$ cat src/rtl/tx_payload_enq_ctrl.sv
// TX payload enqueue controller: reads a flow's head/tail, reserves ring space, advances tail.
// Optional statistics counters are built when TX_ENQ_STATS_EN is defined.
module tx_payload_enq_ctrl #(
  parameter int PTR_W    = 4,
  parameter int FLOWID_W = 8
) (
  input  logic                clk,
  input  logic                rst,
  input  logic                enq_req_val,
  output logic                enq_req_rdy,
  input  logic [FLOWID_W-1:0] enq_req_flowid,
  input  logic [PTR_W:0]      enq_req_len,
  output logic                enq_resp_val,
  input  logic                enq_resp_rdy,
  output logic [FLOWID_W-1:0] enq_resp_flowid,
  output logic                enq_resp_ok,
  output logic [PTR_W-1:0]    enq_resp_addr,
  output logic                head_rd_req_val,
  input  logic                head_rd_req_rdy,
  output logic [FLOWID_W-1:0] head_rd_req_flowid,
  input  logic                head_rd_resp_val,
  output logic                head_rd_resp_rdy,
  input  logic [PTR_W:0]      head_rd_resp_data,
  output logic                tail_rd_req_val,
  input  logic                tail_rd_req_rdy,
  output logic [FLOWID_W-1:0] tail_rd_req_flowid,
  input  logic                tail_rd_resp_val,
  output logic                tail_rd_resp_rdy,
  input  logic [PTR_W:0]      tail_rd_resp_data,
  output logic                tail_wr_req_val,
  input  logic                tail_wr_req_rdy,
  output logic [FLOWID_W-1:0] tail_wr_req_flowid,
  output logic [PTR_W:0]      tail_wr_req_data,
  output logic [31:0]         stat_accept_cnt,
  output logic [31:0]         stat_reject_cnt
);

  typedef enum logic [2:0] {S_IDLE, S_RD_REQ, S_RD_WAIT, S_WR_TAIL, S_RESP} state_t;

  localparam logic [PTR_W:0] CAP = {1'b1, {PTR_W{1'b0}}};

  state_t                state_q, state_d;
  logic [FLOWID_W-1:0]   flowid_q, flowid_d;
  logic [PTR_W:0]        len_q, len_d;
  logic [PTR_W:0]        head_q, head_d;
  logic [PTR_W:0]        tail_q, tail_d;
  logic [PTR_W:0]        wr_data_q, wr_data_d;
  logic                  head_sent_q, head_sent_d;
  logic                  tail_sent_q, tail_sent_d;
  logic                  head_cap_q, head_cap_d;
  logic                  tail_cap_q, tail_cap_d;
  logic                  enq_req_rdy_q, enq_req_rdy_d;
  logic                  head_req_val_q, head_req_val_d;
  logic                  tail_req_val_q, tail_req_val_d;
  logic                  head_resp_rdy_q, head_resp_rdy_d;
  logic                  tail_resp_rdy_q, tail_resp_rdy_d;
  logic                  wr_val_q, wr_val_d;
  logic                  resp_val_q, resp_val_d;
  logic                  resp_ok_q, resp_ok_d;
  logic [PTR_W-1:0]      resp_addr_q, resp_addr_d;

  logic                  enq_req_fire, enq_resp_fire, wr_fire;
  logic                  head_req_fire, tail_req_fire, head_resp_fire, tail_resp_fire;
  logic [PTR_W:0]        head_eff, tail_eff, used, free;
  logic                  fits;

  assign enq_req_fire   = enq_req_val & enq_req_rdy_q;
  assign enq_resp_fire  = resp_val_q & enq_resp_rdy;
  assign wr_fire        = wr_val_q & tail_wr_req_rdy;
  assign head_req_fire  = head_req_val_q & head_rd_req_rdy;
  assign tail_req_fire  = tail_req_val_q & tail_rd_req_rdy;
  assign head_resp_fire = head_rd_resp_val & head_resp_rdy_q;
  assign tail_resp_fire = tail_rd_resp_val & tail_resp_rdy_q;

  // Decide on the response being captured this cycle if it has not been latched yet.
  assign head_eff = head_cap_q ? head_q : head_rd_resp_data;
  assign tail_eff = tail_cap_q ? tail_q : tail_rd_resp_data;
  assign used     = tail_eff - head_eff;
  assign free     = CAP - used;
  assign fits     = (len_q != '0) && (len_q <= free);

  always_comb begin
    state_d     = state_q;
    flowid_d    = flowid_q;
    len_d       = len_q;
    head_d      = head_q;
    tail_d      = tail_q;
    wr_data_d   = wr_data_q;
    head_sent_d = head_sent_q;
    tail_sent_d = tail_sent_q;
    head_cap_d  = head_cap_q;
    tail_cap_d  = tail_cap_q;
    resp_ok_d   = resp_ok_q;
    resp_addr_d = resp_addr_q;

    if (state_q == S_RD_REQ || state_q == S_RD_WAIT) begin
      if (head_resp_fire) begin
        head_d     = head_rd_resp_data;
        head_cap_d = 1'b1;
      end
      if (tail_resp_fire) begin
        tail_d     = tail_rd_resp_data;
        tail_cap_d = 1'b1;
      end
    end

    case (state_q)
      S_IDLE: begin
        if (enq_req_fire) begin
          flowid_d    = enq_req_flowid;
          len_d       = enq_req_len;
          head_sent_d = 1'b0;
          tail_sent_d = 1'b0;
          head_cap_d  = 1'b0;
          tail_cap_d  = 1'b0;
          state_d     = S_RD_REQ;
        end
      end
      S_RD_REQ: begin
        if (head_req_fire) head_sent_d = 1'b1;
        if (tail_req_fire) tail_sent_d = 1'b1;
        if (head_sent_d && tail_sent_d) state_d = S_RD_WAIT;
      end
      S_RD_WAIT: begin
        if (head_cap_d && tail_cap_d) begin
          resp_ok_d   = fits;
          resp_addr_d = tail_eff[PTR_W-1:0];
          wr_data_d   = tail_eff + len_q;
          state_d     = fits ? S_WR_TAIL : S_RESP;
        end
      end
      S_WR_TAIL: begin
        if (wr_fire) state_d = S_RESP;
      end
      S_RESP: begin
        if (enq_resp_fire) state_d = S_IDLE;
      end
      default: state_d = S_IDLE;
    endcase

    // Handshake outputs are registered from the next state so none depends on a same-cycle rdy.
    enq_req_rdy_d   = (state_d == S_IDLE);
    head_req_val_d  = (state_d == S_RD_REQ) && !head_sent_d;
    tail_req_val_d  = (state_d == S_RD_REQ) && !tail_sent_d;
    head_resp_rdy_d = (state_d == S_RD_REQ || state_d == S_RD_WAIT) && !head_cap_d;
    tail_resp_rdy_d = (state_d == S_RD_REQ || state_d == S_RD_WAIT) && !tail_cap_d;
    wr_val_d        = (state_d == S_WR_TAIL);
    resp_val_d      = (state_d == S_RESP);
  end

  always_ff @(posedge clk or posedge rst) begin
    if (rst) begin
      state_q         <= S_IDLE;
      flowid_q        <= '0;
      len_q           <= '0;
      head_q          <= '0;
      tail_q          <= '0;
      wr_data_q       <= '0;
      head_sent_q     <= 1'b0;
      tail_sent_q     <= 1'b0;
      head_cap_q      <= 1'b0;
      tail_cap_q      <= 1'b0;
      enq_req_rdy_q   <= 1'b0;
      head_req_val_q  <= 1'b0;
      tail_req_val_q  <= 1'b0;
      head_resp_rdy_q <= 1'b0;
      tail_resp_rdy_q <= 1'b0;
      wr_val_q        <= 1'b0;
      resp_val_q      <= 1'b0;
      resp_ok_q       <= 1'b0;
      resp_addr_q     <= '0;
    end else begin
      state_q         <= state_d;
      flowid_q        <= flowid_d;
      len_q           <= len_d;
      head_q          <= head_d;
      tail_q          <= tail_d;
      wr_data_q       <= wr_data_d;
      head_sent_q     <= head_sent_d;
      tail_sent_q     <= tail_sent_d;
      head_cap_q      <= head_cap_d;
      tail_cap_q      <= tail_cap_d;
      enq_req_rdy_q   <= enq_req_rdy_d;
      head_req_val_q  <= head_req_val_d;
      tail_req_val_q  <= tail_req_val_d;
      head_resp_rdy_q <= head_resp_rdy_d;
      tail_resp_rdy_q <= tail_resp_rdy_d;
      wr_val_q        <= wr_val_d;
      resp_val_q      <= resp_val_d;
      resp_ok_q       <= resp_ok_d;
      resp_addr_q     <= resp_addr_d;
    end
  end

  assign enq_req_rdy        = enq_req_rdy_q;
  assign enq_resp_val       = resp_val_q;
  assign enq_resp_flowid    = resp_val_q ? flowid_q : '0;
  assign enq_resp_ok        = resp_ok_q;
  assign enq_resp_addr      = resp_addr_q;
  assign head_rd_req_val    = head_req_val_q;
  assign head_rd_req_flowid = flowid_q;
  assign head_rd_resp_rdy   = head_resp_rdy_q;
  assign tail_rd_req_val    = tail_req_val_q;
  assign tail_rd_req_flowid = flowid_q;
  assign tail_rd_resp_rdy   = tail_resp_rdy_q;
  assign tail_wr_req_val    = wr_val_q;
  assign tail_wr_req_flowid = flowid_q;
  assign tail_wr_req_data   = wr_data_q;

`ifdef TX_ENQ_STATS_EN
  logic [31:0] acc_q, acc_d, rej_q, rej_d;

  always_comb begin
    acc_d = acc_q;
    rej_d = rej_q;
    if (enq_resp_fire) begin
      if (resp_ok_q) begin
        if (acc_q != 32'hFFFF_FFFF) acc_d = acc_q + 32'd1;
      end else begin
        if (rej_q != 32'hFFFF_FFFF) rej_d = rej_q + 32'd1;
      end
    end
  end

  always_ff @(posedge clk or posedge rst) begin
    if (rst) begin
      acc_q <= '0;
      rej_q <= '0;
    end else begin
      acc_q <= acc_d;
      rej_q <= rej_d;
    end
  end

  assign stat_accept_cnt = acc_q;
  assign stat_reject_cnt = rej_q;
`else
  assign stat_accept_cnt = 32'd0;
  assign stat_reject_cnt = 32'd0;
`endif

endmodule

$ cat config.mk
export PLATFORM = sky130hd
export DESIGN_NAME = tx_payload_enq_ctrl
export DESIGN_NICKNAME = d
export VERILOG_FILES = /design/src/rtl/tx_payload_enq_ctrl.sv
export SDC_FILE = /design/constraint.sdc
export NUM_CORES = 1
export LEC_CHECK = 0
export BUFFER_PORTS_ARGS = -buffer_cell sky130_fd_sc_hd__buf_2
export CAP_MARGIN = 20
export CELL_PAD_IN_SITES_DETAIL_PLACEMENT = 0
export CELL_PAD_IN_SITES_GLOBAL_PLACEMENT = 1
export CORE_MARGIN = 10
export CORE_UTILIZATION = 34
export DETAILED_ROUTE_END_ITERATION = 12
export PLACE_DENSITY = 0.78
export SLEW_MARGIN = 20
export SYNTH_ARGS = -nofsm -noshare
export SYNTH_HDL_FRONTEND = slang
export SYNTH_SLANG_ARGS = --single-unit
$ cat constraint.sdc
create_clock -name clk -period 3.4 [get_ports clk]
set_input_delay 0.51 -clock clk [delete_from_list [all_inputs] [get_ports clk]]
set_output_delay 0.51 -clock clk [all_outputs]
set_load 0.02 [all_outputs]
==> parameters.txt <==
Parameter                              Value

Logic synthesis
  Post-Syn Area per Cell    9.79 sq um
  Unique masters post-synth    39
  Share of the synthesized area in the top cell type    37.8%
  Portion of the post-synthesis area used by sequential elements    37.8%
  Cell area after synthesis    3110 sq um
  Synth warn    0
  Cell types with the highest counts after synthesis    sky130_fd_sc_hd__buf_4 (81), sky130_fd_sc_hd__dfrtp_1 (47), sky130_fd_sc_hd__nand2_1 (43), sky130_fd_sc_hd__mux2_2 (17), sky130_fd_sc_hd__ha_1 (16)
  Leading post-synthesis cells by cell area    sky130_fd_sc_hd__dfrtp_1 (38%), sky130_fd_sc_hd__buf_4 (20%), sky130_fd_sc_hd__ha_1 (6.4%)
  Total of flip-flops plus latches after synthesis    47
  Share of synthesized registers carrying an async set or reset    100%
  Most instantiated flip-flop cell in the synthesis netlist    sky130_fd_sc_hd__dfrtp_1
  Number of enable-type register cells in the synthesized netlist    0
  Top-count cell post-synth    sky130_fd_sc_hd__buf_4
  Area leader, netlist    sky130_fd_sc_hd__dfrtp_1
  Post-synthesis cell count    around 320

Timing
  Hold Fails Final Rpt    0
  Final total negative setup slack    0 ns
  Max transition margin    a little under half
  Min Clock Period, post-route    roughly 3.2 ns
  Final critical-path share of the clock period    93.2%
  Post-Route Skew    0.00849 ns
  Unrepaired setup endpoints after global routing    no
  Worst-margin pin slew    0.807 ns
  Maximum achievable frequency    315 MHz
  Finish-stage setup viols    0
  Max-slew violation total from the final report    0

Clock network
  Clk pin slew, worst setup/hold paths    0.09 ns
  Total CTS buffers    5
  Longest Clk Path Bufs    2
  Clock latency on the worst-skew pair    0.30 ns
  Sink Count    47
  Post-cts hold buffer count    0
  Number of levels the H-tree was split into    2
  TritonCTS clock tree    yes
  Setup Buffers After CTS    0
  CTS Root Buffer Type    sky130_fd_sc_hd__clkbuf_8

Die
  Number of primary I/O pins    roughly 150
  Row cnt    34
  Core area    8810 sq um
  Initial core utilization    a little over a third
  Area of the die    13,400 sq um
  Die extent in x    116 um
  Vert. Die Dim    116 um

Power and ir drop
  Pleak    1.87 nW
  Total internal power    0.00205 W
  Net switching power    0.00174 W
  Sequential group share of total power    27.4%
  Overall power after layout    between 0.003 and 0.004 W
  Comb pwr share    61.6%
  Peak supply drop    0.000310 V
  Clock Power Share    11.0%
  PwrDens    1120 nW/um^2
  Switching Share    45.9%

Critical path
  Worst endpoint data arrival time    approximately 3.4 ns
  Setup slack of the worst register-to-register path    0.23 ns
  Path type of the worst setup path    reg -> reg
  Reg-to-Reg End    enq_resp_ok
  Critical path peak fanout    6
  R2R cell count    13
  Required time of the worst setup path    approximately 3.6 ns
  Origin of the critical flop-to-flop path    head_cap_q
  Kind of end point of the critical path    flip-flop
  Nature of the critical path startpoint    flip-flop

Routing
  Wire length per cell after detailed routing    14.4 um
  Highest metal layer with signal wires    met5
  Routed length on met3    approximately 630 um
  Total number of vias    2,100
  Starting DRT DRC Count    85
  1st-pass router iterations    4
  Post-route met1 wirelength    between 3000 and 4000 um
  DRC violation count after routing    0
  Sum of met2 wire segment lengths after detailed routing    3380 um
  Detail-routed via count per cell    4.26
  Drt total wl    7110 um
  Antenna violation net count after detailed routing    0

Global route
  Antenna violations before repair    1
  Vias in the first global route    about 2,200
  Wire length of the first global-routing pass    11,200 um
  All-layer global routing usage    10.4%
  Grt total ovfl    0
  Pin count of the biggest net entering global routing    between 40 and 50

Worst hold path
  Hold crit path type    in -> async

Final layout
  Number of nets in the final layout    433
  Area Overhead vs Synth    8.85%
  Fin area    3390 sq um
  Fill cell instance count of the final layout    888
  Layout cells sized above 1    31.5%
  Share of the core filled with cells    roughly two fifths

Place
  Area after detailed placement    approximately 3300 sq um
  Count of input and output buffers    80
  Final GP Congestion    0.842
  Final HPWL from detailed placement    about 5900 um

Run status
  Outcome    finished, final reports clean

Flow run
  Max cap viols    0
==> cells by family (layout without fill, tap and decap cells) <==
family	Yosys count	in the layout	synth area share, %
AND/OR/NAND/NOR	77	77	11.5
buffers and inverters	103	106	22.6
other	1	65	0.121
flip-flops	47	47	37.8
AO/OA/AOI/OAI	36	36	7.84
multiplexers	27	27	9.61
adder cells (fa/ha/maj)	18	18	7.72
XOR/XNOR	9	9	2.77
==> worst max-delay path: stages, from the launching register on <==
cell                      delay [ns]
sky130_fd_sc_hd__dfrtp_1        0.49
sky130_fd_sc_hd__mux2_2         0.37
sky130_fd_sc_hd__ha_1           0.33
sky130_fd_sc_hd__ha_1           0.31
sky130_fd_sc_hd__a21o_1         0.15
sky130_fd_sc_hd__a21oi_1        0.18
sky130_fd_sc_hd__xnor2_1        0.09
sky130_fd_sc_hd__ha_1           0.31
sky130_fd_sc_hd__a21o_1         0.14
sky130_fd_sc_hd__mux2i_1        0.07
sky130_fd_sc_hd__a21oi_1        0.12
sky130_fd_sc_hd__a21oi_1        0.06
sky130_fd_sc_hd__buf_4          0.16
sky130_fd_sc_hd__mux2_1         0.29
==> flip-flops by register name (all words and copies together), names as in the netlist, 3 cells and up <==
signal              count
enq_resp_addr           4
head_q                  5
head_rd_req_flowid      8
len_q                   5
state_q                 3
tail_q                  5
tail_wr_req_data        5
==> per-layer routing <==
layer	global-route usage, %	vias up
met3	4.08	10
met5	0	-
met2	17.6	84
li1	-	1027
met1	12.0	977
met4	2.59	2
==> how the worst max path moves through the flow <==
stage	endpoint	slack, ns	from
final	enq_resp_ok	0.23	head_cap_q
after global routing	enq_resp_ok	0.04	head_cap_q
after CTS	enq_resp_ok	0.19	tail_cap_q
after detailed placement	enq_resp_ok	0.14	tail_rd_resp_data[2]
after global placement	enq_resp_ok	0.23	tail_rd_resp_data[1]
after floorplan	tail_wr_req_val	0.27	tail_cap_q
==> power groups by stage <==
stage | clock network, W | logic (W) | registers [W]
floorplan | 0 | 0.00177 | 0.00114
global placement | 0 | 0.00229 | 0.00104
detailed placement | 0 | 0.00235 | 0.00105
CTS | 0.000433 | 0.00236 | 0.00104
global route | 0.000458 | 0.00263 | 0.00109
finish | 0.000418 | 0.00234 | 0.00104
==> through the flow <==
step                      setup WS [ns]  std cells  hold slack (ns)
after global routing             0.0438        492            0.381
final                             0.230        493            0.321
after detailed placement          0.136        484            0.474
after floorplan                   0.267        381            0.464
after CTS                         0.189        492            0.379
after global placement            0.234        484            0.467
==> area by class of cell <==
type                       count  area, sq um  area share, %
antenna                        1         2.50         0.0739
clock buffer                   5         68.8           2.03
clock inverter                 3         46.3           1.37
multi-input combinational    231         1470           43.4
inverter                      13         50.0           1.48
sequential                    47         1180           34.8
tap                          108          135           3.99
timing repair buffer          85          438           12.9
==> cells in the final DEF (no fill, tap or decap), types with 2 or more instances in the layout <==
cell	n
sky130_fd_sc_hd__nor3b_1	2
sky130_fd_sc_hd__nor3_4	2
sky130_fd_sc_hd__a31oi_1	2
sky130_fd_sc_hd__xnor2_1	7
sky130_fd_sc_hd__dfrtp_1	46
sky130_fd_sc_hd__nor2_1	15
sky130_fd_sc_hd__o21ai_1	3
sky130_fd_sc_hd__clkbuf_8	5
sky130_fd_sc_hd__nand3_1	2
sky130_fd_sc_hd__a21oi_1	8
sky130_fd_sc_hd__nand2_1	43
sky130_fd_sc_hd__inv_1	11
sky130_fd_sc_hd__and2_1	9
sky130_fd_sc_hd__mux2_2	17
sky130_fd_sc_hd__a21oi_2	4
sky130_fd_sc_hd__buf_2	80
sky130_fd_sc_hd__o21ai_0	4
sky130_fd_sc_hd__mux2_1	6
sky130_fd_sc_hd__mux2i_1	4
sky130_fd_sc_hd__conb_1	64
sky130_fd_sc_hd__ha_1	16
sky130_fd_sc_hd__fa_1	2
sky130_fd_sc_hd__a21o_1	8
sky130_fd_sc_hd__buf_4	5
==> repair_timing <==
item,in CTS,in global routing
hold endpoints to repair,0,0
gates resized for setup,0,1
endpoints found under the setup margin,0,2
(Power assumes the default switching activity.)
